### config.mk
export PLATFORM = sky130hd
export DESIGN_NAME = serial_paralelo_param
export DESIGN_NICKNAME = d
export VERILOG_FILES = /design/src/rtl/serial_paralelo_param.sv
export SDC_FILE = /design/constraint.sdc
export NUM_CORES = 1
export LEC_CHECK = 0
export BUFFER_PORTS_ARGS = -buffer_cell sky130_fd_sc_hd__buf_2
export CORE_MARGIN = 2
export CORE_UTILIZATION = 30
export CTS_BUF_LIST = sky130_fd_sc_hd__clkbuf_2
export DETAILED_ROUTE_END_ITERATION = 10
export GPL_ROUTABILITY_DRIVEN = 0
export PLACE_DENSITY_LB_ADDON = 0.2
export SLEW_MARGIN = 20
export SYNTH_ARGS = -nofsm -noshare
export SYNTH_HDL_FRONTEND = slang
export SYNTH_SLANG_ARGS = --single-unit
### constraint.sdc
create_clock -name clk_32f -period 4.37 [get_ports clk_32f]
set_clock_uncertainty 0.15 [all_clocks]
set_input_delay 0 -clock clk_32f [delete_from_list [all_inputs] [get_ports clk_32f]]
set_output_delay 0 -clock clk_32f [all_outputs]
set_load 0.02 [all_outputs]
### src/rtl/serial_paralelo_param.sv
// serial_paralelo_param: 1-bit serial to WIDTH-bit parallel deserializer with
// comma-based word alignment, lock qualification and misalignment detection.
// Build option: define SP_MSB_FIRST_EN for MSB-first bit order (default LSB-first).
module serial_paralelo_param #(
  parameter int unsigned       WIDTH        = 8,
  parameter logic [WIDTH-1:0]  COMMA        = WIDTH'(8'hBC),
  parameter int unsigned       COMMA_COUNT  = 4,
  parameter int unsigned       MISALIGN_MAX = 2
) (
  input  logic             clk_32f,
  input  logic             reset,
  input  logic             data_in,
  output logic [WIDTH-1:0] data_rx,
  output logic             valid_rx,
  output logic             word_stb,
  output logic             active,
  output logic             sync_lost
);

  typedef enum logic [1:0] {
    ST_SEARCH,
    ST_ALIGN,
    ST_ACTIVE
  } state_t;

  localparam int unsigned     CW       = $clog2(WIDTH);
  localparam logic [CW-1:0]   LAST_BIT = CW'(WIDTH - 1);
  localparam logic [3:0]      CC_TGT   = 4'(COMMA_COUNT);
  localparam logic [3:0]      MM_TGT   = 4'(MISALIGN_MAX);

  state_t           state_q, state_d;
  logic [WIDTH-1:0] sr_q, sr_d;
  logic [CW-1:0]    bit_cnt_q, bit_cnt_d;
  logic [3:0]       comma_cnt_q, comma_cnt_d;
  logic [3:0]       mis_cnt_q, mis_cnt_d;
  logic [WIDTH-1:0] data_rx_q, data_rx_d;
  logic             valid_rx_q, valid_rx_d;
  logic             word_stb_q, word_stb_d;
  logic             active_q, active_d;
  logic             sync_lost_q, sync_lost_d;

  logic [WIDTH-1:0] sr_next;
  logic             is_comma;
  logic             boundary;
  logic [3:0]       comma_inc;
  logic [3:0]       mis_inc;

  // Next-state, counters and output pulses, all judged on the post-shift word
  always_comb begin
`ifdef SP_MSB_FIRST_EN
    sr_next = {sr_q[WIDTH-2:0], data_in};
`else
    sr_next = {data_in, sr_q[WIDTH-1:1]};
`endif
    is_comma  = (sr_next == COMMA);
    boundary  = (state_q != ST_SEARCH) && (bit_cnt_q == LAST_BIT);
    comma_inc = (comma_cnt_q == 4'hF) ? comma_cnt_q : comma_cnt_q + 4'd1;
    mis_inc   = (mis_cnt_q == 4'hF) ? mis_cnt_q : mis_cnt_q + 4'd1;

    state_d     = state_q;
    sr_d        = sr_next;
    comma_cnt_d = comma_cnt_q;
    mis_cnt_d   = mis_cnt_q;
    data_rx_d   = data_rx_q;
    valid_rx_d  = 1'b0;
    word_stb_d  = 1'b0;
    sync_lost_d = 1'b0;

    // bit_cnt holds at its top value while searching instead of wrapping
    if (boundary) begin
      bit_cnt_d = '0;
    end else if (bit_cnt_q == LAST_BIT) begin
      bit_cnt_d = bit_cnt_q;
    end else begin
      bit_cnt_d = bit_cnt_q + CW'(1);
    end

    case (state_q)
      ST_SEARCH: begin
        if (is_comma) begin
          bit_cnt_d   = '0;
          comma_cnt_d = 4'd1;
          if (CC_TGT <= 4'd1) begin
            state_d   = ST_ACTIVE;
            mis_cnt_d = '0;
          end else begin
            state_d = ST_ALIGN;
          end
        end
      end
      ST_ALIGN: begin
        if (boundary) begin
          if (is_comma) begin
            comma_cnt_d = comma_inc;
            if (comma_inc >= CC_TGT) begin
              state_d   = ST_ACTIVE;
              mis_cnt_d = '0;
            end
          end else begin
            state_d     = ST_SEARCH;
            comma_cnt_d = '0;
            sync_lost_d = 1'b1;
          end
        end
      end
      ST_ACTIVE: begin
        if (boundary) begin
          data_rx_d  = sr_next;
          word_stb_d = 1'b1;
          valid_rx_d = !is_comma;
          if (is_comma) begin
            mis_cnt_d = '0;
          end
        end else if (is_comma) begin
          mis_cnt_d = mis_inc;
          if (mis_inc >= MM_TGT) begin
            state_d     = ST_SEARCH;
            mis_cnt_d   = '0;
            comma_cnt_d = '0;
            sync_lost_d = 1'b1;
          end
        end
      end
      default: begin
        state_d = ST_SEARCH;
      end
    endcase

    active_d = (state_d == ST_ACTIVE);
  end

  // State and output registers with synchronous reset
  always_ff @(posedge clk_32f) begin
    if (reset) begin
      state_q     <= ST_SEARCH;
      sr_q        <= ~COMMA;
      bit_cnt_q   <= '0;
      comma_cnt_q <= '0;
      mis_cnt_q   <= '0;
      data_rx_q   <= '0;
      valid_rx_q  <= 1'b0;
      word_stb_q  <= 1'b0;
      active_q    <= 1'b0;
      sync_lost_q <= 1'b0;
    end else begin
      state_q     <= state_d;
      sr_q        <= sr_d;
      bit_cnt_q   <= bit_cnt_d;
      comma_cnt_q <= comma_cnt_d;
      mis_cnt_q   <= mis_cnt_d;
      data_rx_q   <= data_rx_d;
      valid_rx_q  <= valid_rx_d;
      word_stb_q  <= word_stb_d;
      active_q    <= active_d;
      sync_lost_q <= sync_lost_d;
    end
  end

  assign data_rx   = data_rx_q;
  assign valid_rx  = valid_rx_q;
  assign word_stb  = word_stb_q;
  assign active    = active_q;
  assign sync_lost = sync_lost_q;

endmodule

==> results of run 1 <==
[routing by layer]
layer	global-route usage, %	vias up	wire length (µm)
li1	-	640	-
met1	17.0	600	1570
met2	20.1	21	1570
met3	3.88	4	123
met4	5.56	0	33
met5	0	-	0
[metrics by stage]
stage	cell area (µm²)	setup slack, ns	total power [mW]
detailed placement	1630	2.28	0.325
global placement	1630	2.31	0.324
finish	1730	2.24	0.523
global route	1730	2.07	0.551
CTS	1730	2.25	0.534
floorplan	1500	2.46	0.320
[layout make-up]
| cell class | instances | share of cell area, % |
|---|---|---|
| repair buffers | 17 | 5.80 |
| clock inverters | 3 | 2.47 |
| flip-flops and latches | 32 | 37.1 |
| multi-input cells | 123 | 47.0 |
| clock buffers | 5 | 1.45 |
| inverters | 6 | 1.31 |
| well taps | 67 | 4.86 |
[registers in the layout, indices dropped and copies added, names as in the netlist]
name         count
active           1
bit_cnt_q        3
comma_cnt_q      4
data_rx          8
mis_cnt_q        4
sr_q             7
state_q          2
sync_lost        1
valid_rx         1
word_stb         1
[power groups by stage]
stage               registers, mW  logic [mW]  clock network [mW]
finish                      0.302      0.0191               0.202
global route                0.303      0.0214               0.227
CTS                         0.302      0.0190               0.213
detailed placement          0.308      0.0170                   0
global placement            0.308      0.0166                   0
floorplan                   0.307      0.0133                   0
[kinds of logic (layout without fill, tap and decap cells)]
kind of cell	after synthesis	count (layout)
compound gates	43	43
fa+ha+maj	7	7
buf+inv	13	31
flops	32	32
simple gates	73	73
[final timing paths]
check	end	slack (ns)	cells past startpoint
worst min-delay path	data_rx[7]	0.29	4
worst max-delay path	comma_cnt_q[3]	2.24	7
worst min register to register	data_rx[0]	0.30	2
worst max register to register	comma_cnt_q[3]	2.24	7
[worst reg2reg max path, delay by kind of cell, from the launching register on]
kind                       cells  cell delay (ns)
AOI/OAI and AO/OA              3             0.81
DFF                            1             0.41
adders and majority gates      1             0.33
buffers and inverters          2             0.25
and+or+nand+nor                1             0.09
[layout by cell type (no fill, tap or decap), types with 2 or more instances in the layout]
cell type,instances
dfxtp_1,32
nand2_1,25
a21oi_1,16
buf_2,14
nor2_1,12
ha_1,7
nor2b_1,6
inv_1,5
clkbuf_2,5
and2_1,4
nand4_1,4
nand3_1,4
dlygate4sd3_1,3
and3_1,2
o2111ai_1,2
a21o_1,2
nor3_1,2
o221a_1,2
o21ai_0,2
a32oi_1,2
or2_2,2
o211ai_1,2
==> metrics.md, run 1 <==
| Metric | Value |
|---|---|
| Post-Synth Simple-Gate Area | 26.9% |
| Root Buffer | clkbuf_2 |
| Pleak | just over 0.7 nW |
| Drt initial violations | 43 |
| Worst hold margin | approximately 0.29 ns |
| First-pass GRT wire length | 5470 µm |
| Min Tclk post-route | 2.13 ns |
| Max-cap violation count | 0 |
| Post-Syn Area | between 1500 and 2000 µm² |
| Synth Area in Compound Gates | around a fifth |
| Total GRT Usage | 13.0% |
| Min-delay src | data_in |
| Remaining global-route overflow | 0 |
| Starting density of the core | 31.4% |
| Initial antenna violation count | 0 |
| Critical path launch point type | register |
| WL/cell | roughly 13 µm |
| FF+latch area | 641 µm² |
| Crit-path leading delay family | compound AO/OA/AOI/OAI gates |
| Number of synthesized flops with an enable pin | 0 |
| H-tree Lvls | 2 |
| Post-layout util | 36.1% |
| Achievable frequency | 469 MHz |
| Int Pwr | 0.402 mW |
| Io pins | 15 |
| Critical Path Fanout Max | 10 |
| Register area share after synthesis | 42.6% |
| Pwr Density | 303 nW/µm² |
| Die height | 74.8 µm |
| FFs w/ async S/R, synth | 0% |
| Fin crit share | between 40% and 50% |
| Post-route DRC | 0 |
| Die W | between 70 and 80 µm |
| Cell Count, Final, Fillers Out | ~250 |
| Post-synth top area share | 42.6% |
| Post-Syn Area per Cell | 8.95 µm² |
| Synthesis-to-layout area growth | 14.7% |
| RSZ-0062 raised after global routing | false |
| Crit-path cells | inv_1 -> ha_1 -> inv_2 -> nor2_4 -> a211o_4 -> a21bo_1 -> o221a_1 |
| CTS tree | yes |
| Post-Place Cells | 242 |
| Sw Pwr | 0.121 mW |
| Via count | around 1.3k |
| Post-route ant nets | 0 |
| Antenna diode count | 0 |
| Register share of total power | 57.7% |
| #FFs+latches synth | 32 |
| CTS Buffer Depth | 2 |
| Vias per std cell | 5.00 |
| Fillers | 487 |
| # clock sinks | 32 |
| Critical path type | register to register |
| # port buffers | 14 |
| Synth cell types | 49 |
| Clk pwr share | 38.7% |
| Post-cts gate resize count | 0 |
| DR pass1 iterations | 4 |
| DRT Wirelength | 3310 µm |
| Cell taking the most area after synthesis | dfxtp_1 |
| Worst EP required | 4.49 ns |
| Multiplexer share of the synthesized area | 0% |
| Synth Area in Adders | under 10% |
| Critical R2R Launch | state_q[0] |
| Synth Net Count | 178 |
| Die Area | 5600 µm² |
| Nets | between 150 and 200 |
| Xor-xnor portion of the synthesized cell area | 0% |
| Share of cells above drive strength 1 | around 18% |
| Num CTS Buffers | 5 |
| Top-count cell post-synth | dfxtp_1 |
| Crit-path slowest cell | dfxtp_1 |
| Top cells by count, synth | dfxtp_1, nand2_1, a21oi_1 |
| Multi-input gate area | between 800 and 900 µm² |
| CP max stage delay | approximately 0.41 ns |
| Power share of the combinational group | 3.6% |
| Worst-Margin Slew | between 0.4 and 0.5 ns |
| Final Max Tran Viols | 0 |
| # hold bufs at CTS | 3 |
| CP bufs+invs | 2 |
| Sw Ratio | 23.1% |
| Setup tns final | 0 ns |
| Outcome | completed |
| Top cells by area, synth | dfxtp_1, nand2_1, ha_1 |
| Cell Rows | 25 |
| Yosys warnings | 0 |
| Number of global-route vias before repair | 1214 |
| HP Class | primary input to register |
| Worst skew pair latency | about 0.37 ns |
| Dpl hpwl | 2350 µm |
| Core area | 4790 µm² |
| Number of setup buffers added after CTS | 0 |
| Hold Vio Cnt, Final | 0 |
| Final number of setup-violating endpoints | 0 |
| Crit path DAT | around 2.3 ns |
| Crit. Startpoint | state_q[0] |
| Clk pin slew, worst setup/hold paths | 0.18 ns |
| CP Capture Type | register |
| Mapped Cells | 168 |
| Largest net degree at the start of global routing | 27 |
| Largest family of logic cells by synthesized area | simple AND/OR/NAND/NOR gates |
| Most common flop cell mapped by yosys | dfxtp_1 |
| Slew headroom | 68.6% |
| Peak VDD IR | 186 µV |
No activity file was read; power rests on OpenSTA's default activity.
==> inputs of run 2 (changes only) <==
==> constraint.sdc (replaced) <==
create_clock -name clk_32f -period 2 [get_ports clk_32f]
set_clock_uncertainty 0.15 [all_clocks]
set_input_delay 0 -clock clk_32f [delete_from_list [all_inputs] [get_ports clk_32f]]
set_output_delay 0 -clock clk_32f [all_outputs]
set_load 0.02 [all_outputs]
==> run 2 against run 1 <==
  * Global-route usage shrank 0.23 points
  * Non-clock buffer count grew 11
  * Sequential cell count is the same
  * Critical path depth shrank 1
  * First-iteration DRC count grew 9.3%
  * Final area grew 5.4%
  * Cell count grew 4.3%
  * Via count grew 1.8%
  * Routed wire length grew 1.0%
  * Clock power grew 120%
  * Count of clock-buffer cells in the layout grew 1
  * Sequential power grew 120%
  * Critical endpoint unchanged
  * Largest cell class unchanged
  * Largest power group unchanged
==> metrics.md, run 2 (synthesized netlist as in run 1, its figures left out) <==
| Metric | Value |
|---|---|
| Outcome | completed |
| Crit-path cells | ha_1 -> a21boi_0 -> a21o_1 -> a211o_4 -> a21bo_1 -> o221a_1 |
| Remaining global-route overflow | 0 |
| Post-layout util | 38.0% |
| Vias per std cell | about 5 |
| Register share of total power | ~58% |
| Starting density of the core | approximately a third |
| Initial antenna violation count | 0 |
| Crit path DAT | 2.06 ns |
| Num CTS Buffers | 5 |
| Root Buffer | clkbuf_2 |
| Dpl hpwl | 2380 µm |
| Die W | 74.8 µm |
| Post-route ant nets | 0 |
| CTS Buffer Depth | 2 |
| CP max stage delay | 0.38 ns |
| Die Area | 5600 µm² |
| Finished Cell Area | 1820 µm² |
| Cell Count, Final, Fillers Out | 264 |
| Clk pin slew, worst setup/hold paths | 0.18 ns |
| WL met1 | 1650 µm |
| Max-cap violation count | 0 |
| Post-route DRC | 0 |
| Wire length on met2 | 1580 µm |
| Via count | around 1.3k |
| Total GRT Usage | approximately 13% |
| Peak VDD IR | 393 µV |
| Slew headroom | 82.7% |
| Sw Ratio | 22.4% |
| Critical path launch point type | register |
| Commonest non-fill, non-tap cell in the layout | dfxtp_1 |
| Worst hold margin | a little over 0.3 ns |
| Final Max Tran Viols | 0 |
| HP Class | register to register |
| Total power | 1.14 mW |
| Pleak | about 0.77 nW |
| Worst skew pair latency | 0.36 ns |
| # port buffers | 14 |
| Placed Area | 1700 µm² |
| Die height | 74.8 µm |
| Antenna diode count | 0 |
| Io pins | 15 |
| Fillers | 490 |
| Worst-Margin Slew | 0.260 ns |
| Critical path type | register to register |
| Achievable frequency | 514 MHz |
| DR pass1 iterations | 6 |
| H-tree Lvls | 2 |
| Number of global-route vias before repair | 1089 |
| Commonest non-fill, non-tap cells in the layout | dfxtp_1, nand2_1, a21oi_1, buf_2 |
| # clock sinks | 32 |
| Max reg flops | 8 |
| Top Layer Used | met4 |
| Min Tclk post-route | 1.94 ns |
| Crit-path leading delay family | compound AO/OA/AOI/OAI gates |
| Crit-path slowest cell | a211o_4 |
| First-pass GRT wire length | around 5300 µm |
| Fin crit share | a little over nine tenths |
| Final number of setup-violating endpoints | 0 |
| Core area | 4790 µm² |
| DRT Wirelength | 3340 µm |
| Sw Pwr | approximately 0.26 mW |
| Clk pwr share | 38.6% |
| Nets | 206 |
| Critical Path Fanout Max | 8 |
| Synthesis-to-layout area growth | 21.0% |
| Worst EP required | between 2 and 2.5 ns |
| Power share of the combinational group | under 10% |
| Pwr Density | approximately 630 nW/µm² |
| Int Pwr | roughly 0.88 mW |
| CP Capture Type | register |
| Hold Vio Cnt, Final | 0 |
| Cell Rows | 25 |
| CP bufs+invs | 0 |
| RSZ-0062 raised after global routing | false |
| Setup tns final | 0 ns |
| Share of cells above drive strength 1 | 26.9% |
| Post-place setup slack | -0.0232 ns |
| Drt initial violations | 47 |
| Largest net degree at the start of global routing | 26 |
| WL/cell | 12.6 µm |
| CTS tree | yes |
| DR WL met3 | 96 µm |
| Setup WS post-layout | 0.0559 ns |
| Post-Place Cells | 251 |
==> run 2: changes by cell type in the layout (fill, tap and decap cells not counted), moves of 2 or more <==
cell | before | now
buf_4 | 0 | 12
a21oi_1 | 16 | 14
a21oi_2 | 0 | 2
dfxtp_1 | 32 | 30
dfxtp_2 | 0 | 2
==> run 2: path summary, 6_finish.rpt <==
path,from,endpoint,slack [ns],cells past startpoint
worst max register to register,mis_cnt_q[0],comma_cnt_q[3],0.06,6
worst min register to register,sr_q[5],data_rx[4],0.31,2
worst min-delay path,sr_q[5],data_rx[4],0.31,2
worst max-delay path,mis_cnt_q[0],comma_cnt_q[3],0.06,6
==> run 2: final cells by class <==
type	count	area, µm²	share of cell area [%]
multi-input combinational	123	825	45.3
tap	67	83.8	4.61
sequential	32	643	35.4
timing repair buffer	28	180	9.90
clock inverter	2	35.0	1.93
clock buffer	6	30.0	1.65
inverter	6	22.5	1.24
==> run 2: power groups by stage <==
stage               clock, mW  sequential (mW)  combinational [mW]
floorplan                   0            0.671              0.0290
global placement            0            0.672              0.0378
detailed placement          0            0.673              0.0386
CTS                     0.452            0.659              0.0420
global route            0.491            0.661              0.0462
finish                  0.440            0.659              0.0414
==> run 2: repair_timing <==
action | in CTS | in global routing
hold buffers | 2 | 0
setup buffers | 0 | 3
hold endpoints to repair | 25 | 0
resized for setup | 1 | 6
setup endpoints to repair | 3 | 16
==> run 2: tightest hold or removal path, stage by stage, from the launching register on <==
cell and delay, ns:
dfxtp_1 0.35, nand2_1 0.06, a21oi_1 0.05
==> run 2: layer usage <==
layer  global-route usage [%]  vias to the layer above
met5                        0                        -
met4                     4.76                        0
met3                     4.55                        2
met2                     19.0                       16
met1                     17.2                      610
li1                         -                      660
==> inputs of run 3 (changes only) <==
==> constraint.sdc (replaced) <==
create_clock -name clk_32f -period 2.5 [get_ports clk_32f]
set_clock_uncertainty 0.15 [all_clocks]
set_input_delay 0 -clock clk_32f [delete_from_list [all_inputs] [get_ports clk_32f]]
set_output_delay 0 -clock clk_32f [all_outputs]
set_load 0.02 [all_outputs]
==> run 3 against run 2 <==
  * Sequential power decreased by 20%
  * Non-clock buffer count decreased by 11
  * Die area unchanged
  * Global-route usage increased by 0.15 points
  * Count of clock-buffer cells in the layout unchanged
  * Combinational power decreased by 18%
  * Total power decreased by 30%
  * Worst hold slack got worse by 0.013 ns
  * Clock power decreased by 45%
  * Critical path depth increased by 1
  * Utilization decreased by 2.6 points
  * Via count decreased by 1.6%
  * Critical path type unchanged
  * Highest routed layer unchanged
==> metrics.md, run 3 (synthesized netlist as in run 1, its figures left out) <==
| Metric | Value |
|---|---|
| Outcome | completed |
| Max-cap violation count | 0 |
| First-pass GRT wire length | 5460 µm |
| Achievable frequency | 463 MHz |
| Hold Vio Cnt, Final | 0 |
| Final Max Tran Viols | 0 |
| Final number of setup-violating endpoints | 0 |
| Vias per std cell | 5.03 |
| Post-route DRC | 0 |
| Fin crit share | 86.4% |
| Critical path type | register to register |
| Crit path DAT | 2.31 ns |
| Nets | 195 |
| Crit-path leading delay family | compound AO/OA/AOI/OAI gates |
| Crit-path slowest cell | dfxtp_1 |
| Core area | 4790 µm² |
| Remaining global-route overflow | 0 |
| Synthesis-to-layout area growth | 12.6% |
| Worst EP required | approximately 2.7 ns |
| Setup tns final | 0 ns |
| Hold Crit Depth | 4 |
| Die W | 74.8 µm |
| Cell Count, Final, Fillers Out | 252 |
| Min-delay src | data_in |
| CTS tree | yes |
| Hold Path Sink | data_rx[7] |
| Initial antenna violation count | 0 |
| Drt initial violations | 55 |
| Reg2reg end | comma_cnt_q[0] |
| R2R setup slack | roughly 0.34 ns |
| Commonest non-fill, non-tap cell in the layout | dfxtp_1 |
| # port buffers | 14 |
| Pleak | 0.703 nW |
| Cell Rows | 25 |
| Finished Cell Area | 1690 µm² |
| Dpl hpwl | 2350 µm |
| Root Buffer | clkbuf_2 |
| Pwr Density | between 400 and 500 nW/µm² |
| Die Area | about 5600 µm² |
| Multi-input gate area | ~810 µm² |
| Antenna diode count | 0 |
| Clk pin slew, worst setup/hold paths | about 0.18 ns |
| Critical path launch point type | register |
| RSZ-0062 raised after global routing | false |
| WL/cell | roughly 13 µm |
| Starting density of the core | 31.4% |
| Total GRT Usage | 12.9% |
| H-tree Lvls | 2 |
| Post-place setup slack | 0.375 ns |
| Number of global-route vias before repair | between 1k and 1.5k |
| Worst skew pair latency | 0.38 ns |
| Share of cells above drive strength 1 | 17.8% |
| Post-cts gate resize count | 0 |
| Post-Place Cells | ~240 |
| Crit-path cells | inv_1 -> ha_1 -> nand3b_4 -> a21oi_1 -> o211ai_1 -> a21o_1 -> a32o_1 |
| Num CTS Buffers | 5 |
| CP max stage delay | 0.40 ns |
| CP bufs+invs | 1 |
| DRT Wirelength | ~3300 µm |
| Slew headroom | 68.0% |
| Die height | 74.8 µm |
| Critical Path Fanout Max | 8 |
| Max reg flops | 8 |
| CTS Buffer Depth | 2 |
| Critical R2R Launch | state_q[0] |
| Peak VDD IR | 334 µV |
| FF+latch area | 641 µm² |
| DR pass1 iterations | 4 |
| # clock sinks | 32 |
| Fillers | 487 |
| Io pins | 15 |
| Commonest non-fill, non-tap cells in the layout | dfxtp_1, nand2_1, a21oi_1 |
| Via count | 1268 |
| Post-route ant nets | 0 |
| Worst-Margin Slew | 0.480 ns |
| Placed Area | 1630 µm² |
| Min Tclk post-route | between 2 and 2.5 ns |
| Setup WS post-layout | between 0.3 and 0.4 ns |
| Largest net degree at the start of global routing | 27 |
| CP Capture Type | register |
| R2R cell count | 7 |
| Critical Path Stages | 7 |
| HP Class | primary input to register |
==> run 3: changes by cell type in the layout (fill, tap and decap cells not counted) <==
cell           before  now
nand2_1            24   25
dfxtp_1            30   32
bufinv_16           1    0
nand2_2             1    0
dlygate4sd3_1       2    3
a21oi_2             2    0
buf_4              12    0
a21oi_1            14   16
and3b_1             0    1
ha_2                1    0
and3b_2             1    0
dfxtp_2             2    0
ha_1                6    7
==> run 3: stage by stage <==
step	utilization [%]	power (mW)	hold WS [ns]
2_1_floorplan	-	0.560	-0.0218
3_3_place_gp	34.0	0.567	0.112
3_5_place_dp	34.0	0.568	0.118
4_1_cts	35.4	0.813	0.283
5_1_grt	35.4	0.843	0.291
6_report	35.4	0.803	0.292
==> run 3: area by class of cell <==
type                    instances  area share (%)
inverters                       6            1.33
multi-input cells             123            47.9
clock inverters                 1           0.296
clock buffers                   6            1.77
well taps                      67            4.95
flip-flops and latches         32            37.8
repair buffers                 17            5.91
==> run 3: layer usage <==
layer / track usage, % / part of all wire [%] / vias to the layer above
li1: - / - / 631
met1: 17.0 / 48 / 602
met2: 19.9 / 45 / 29
met3: 4.15 / 5.2 / 6
met4: 5.16 / 1.5 / 0
met5: 0 / 0 / -
==> run 3: worst min-delay path: cells and delay by family <==
family / cells / cell delay (ns)
buffers and inverters: 2 / 0.67
AOI/OAI and AO/OA: 1 / 0.05
and+or+nand+nor: 1 / 0.05
==> run 3: worst max-delay path by stage <==
stage | startpoint | to | slack, ns
6_report | state_q[0] | comma_cnt_q[0] | 0.34
5_1_grt | state_q[0] | comma_cnt_q[0] | 0.22
4_1_cts | state_q[0] | comma_cnt_q[3] | 0.37
3_5_place_dp | state_q[1] | comma_cnt_q[0] | 0.37
3_3_place_gp | state_q[0] | comma_cnt_q[3] | 0.44
2_1_floorplan | state_q[1] | comma_cnt_q[0] | 0.59
==> run 3: repair_timing <==
| item | CTS | global route |
|---|---|---|
| hold buffers | 3 | 0 |
| buffers inserted | 0 | 0 |
| endpoints found under the hold margin | 19 | 0 |
| setup endpoints to repair | 0 | 0 |
==> run 3: power by group <==
group	switching [mW]	total (mW)	internal [mW]
Combinational	0.0185	0.0339	0.0154
Sequential	0.00712	0.527	0.520
Clock	0.175	0.242	0.0667
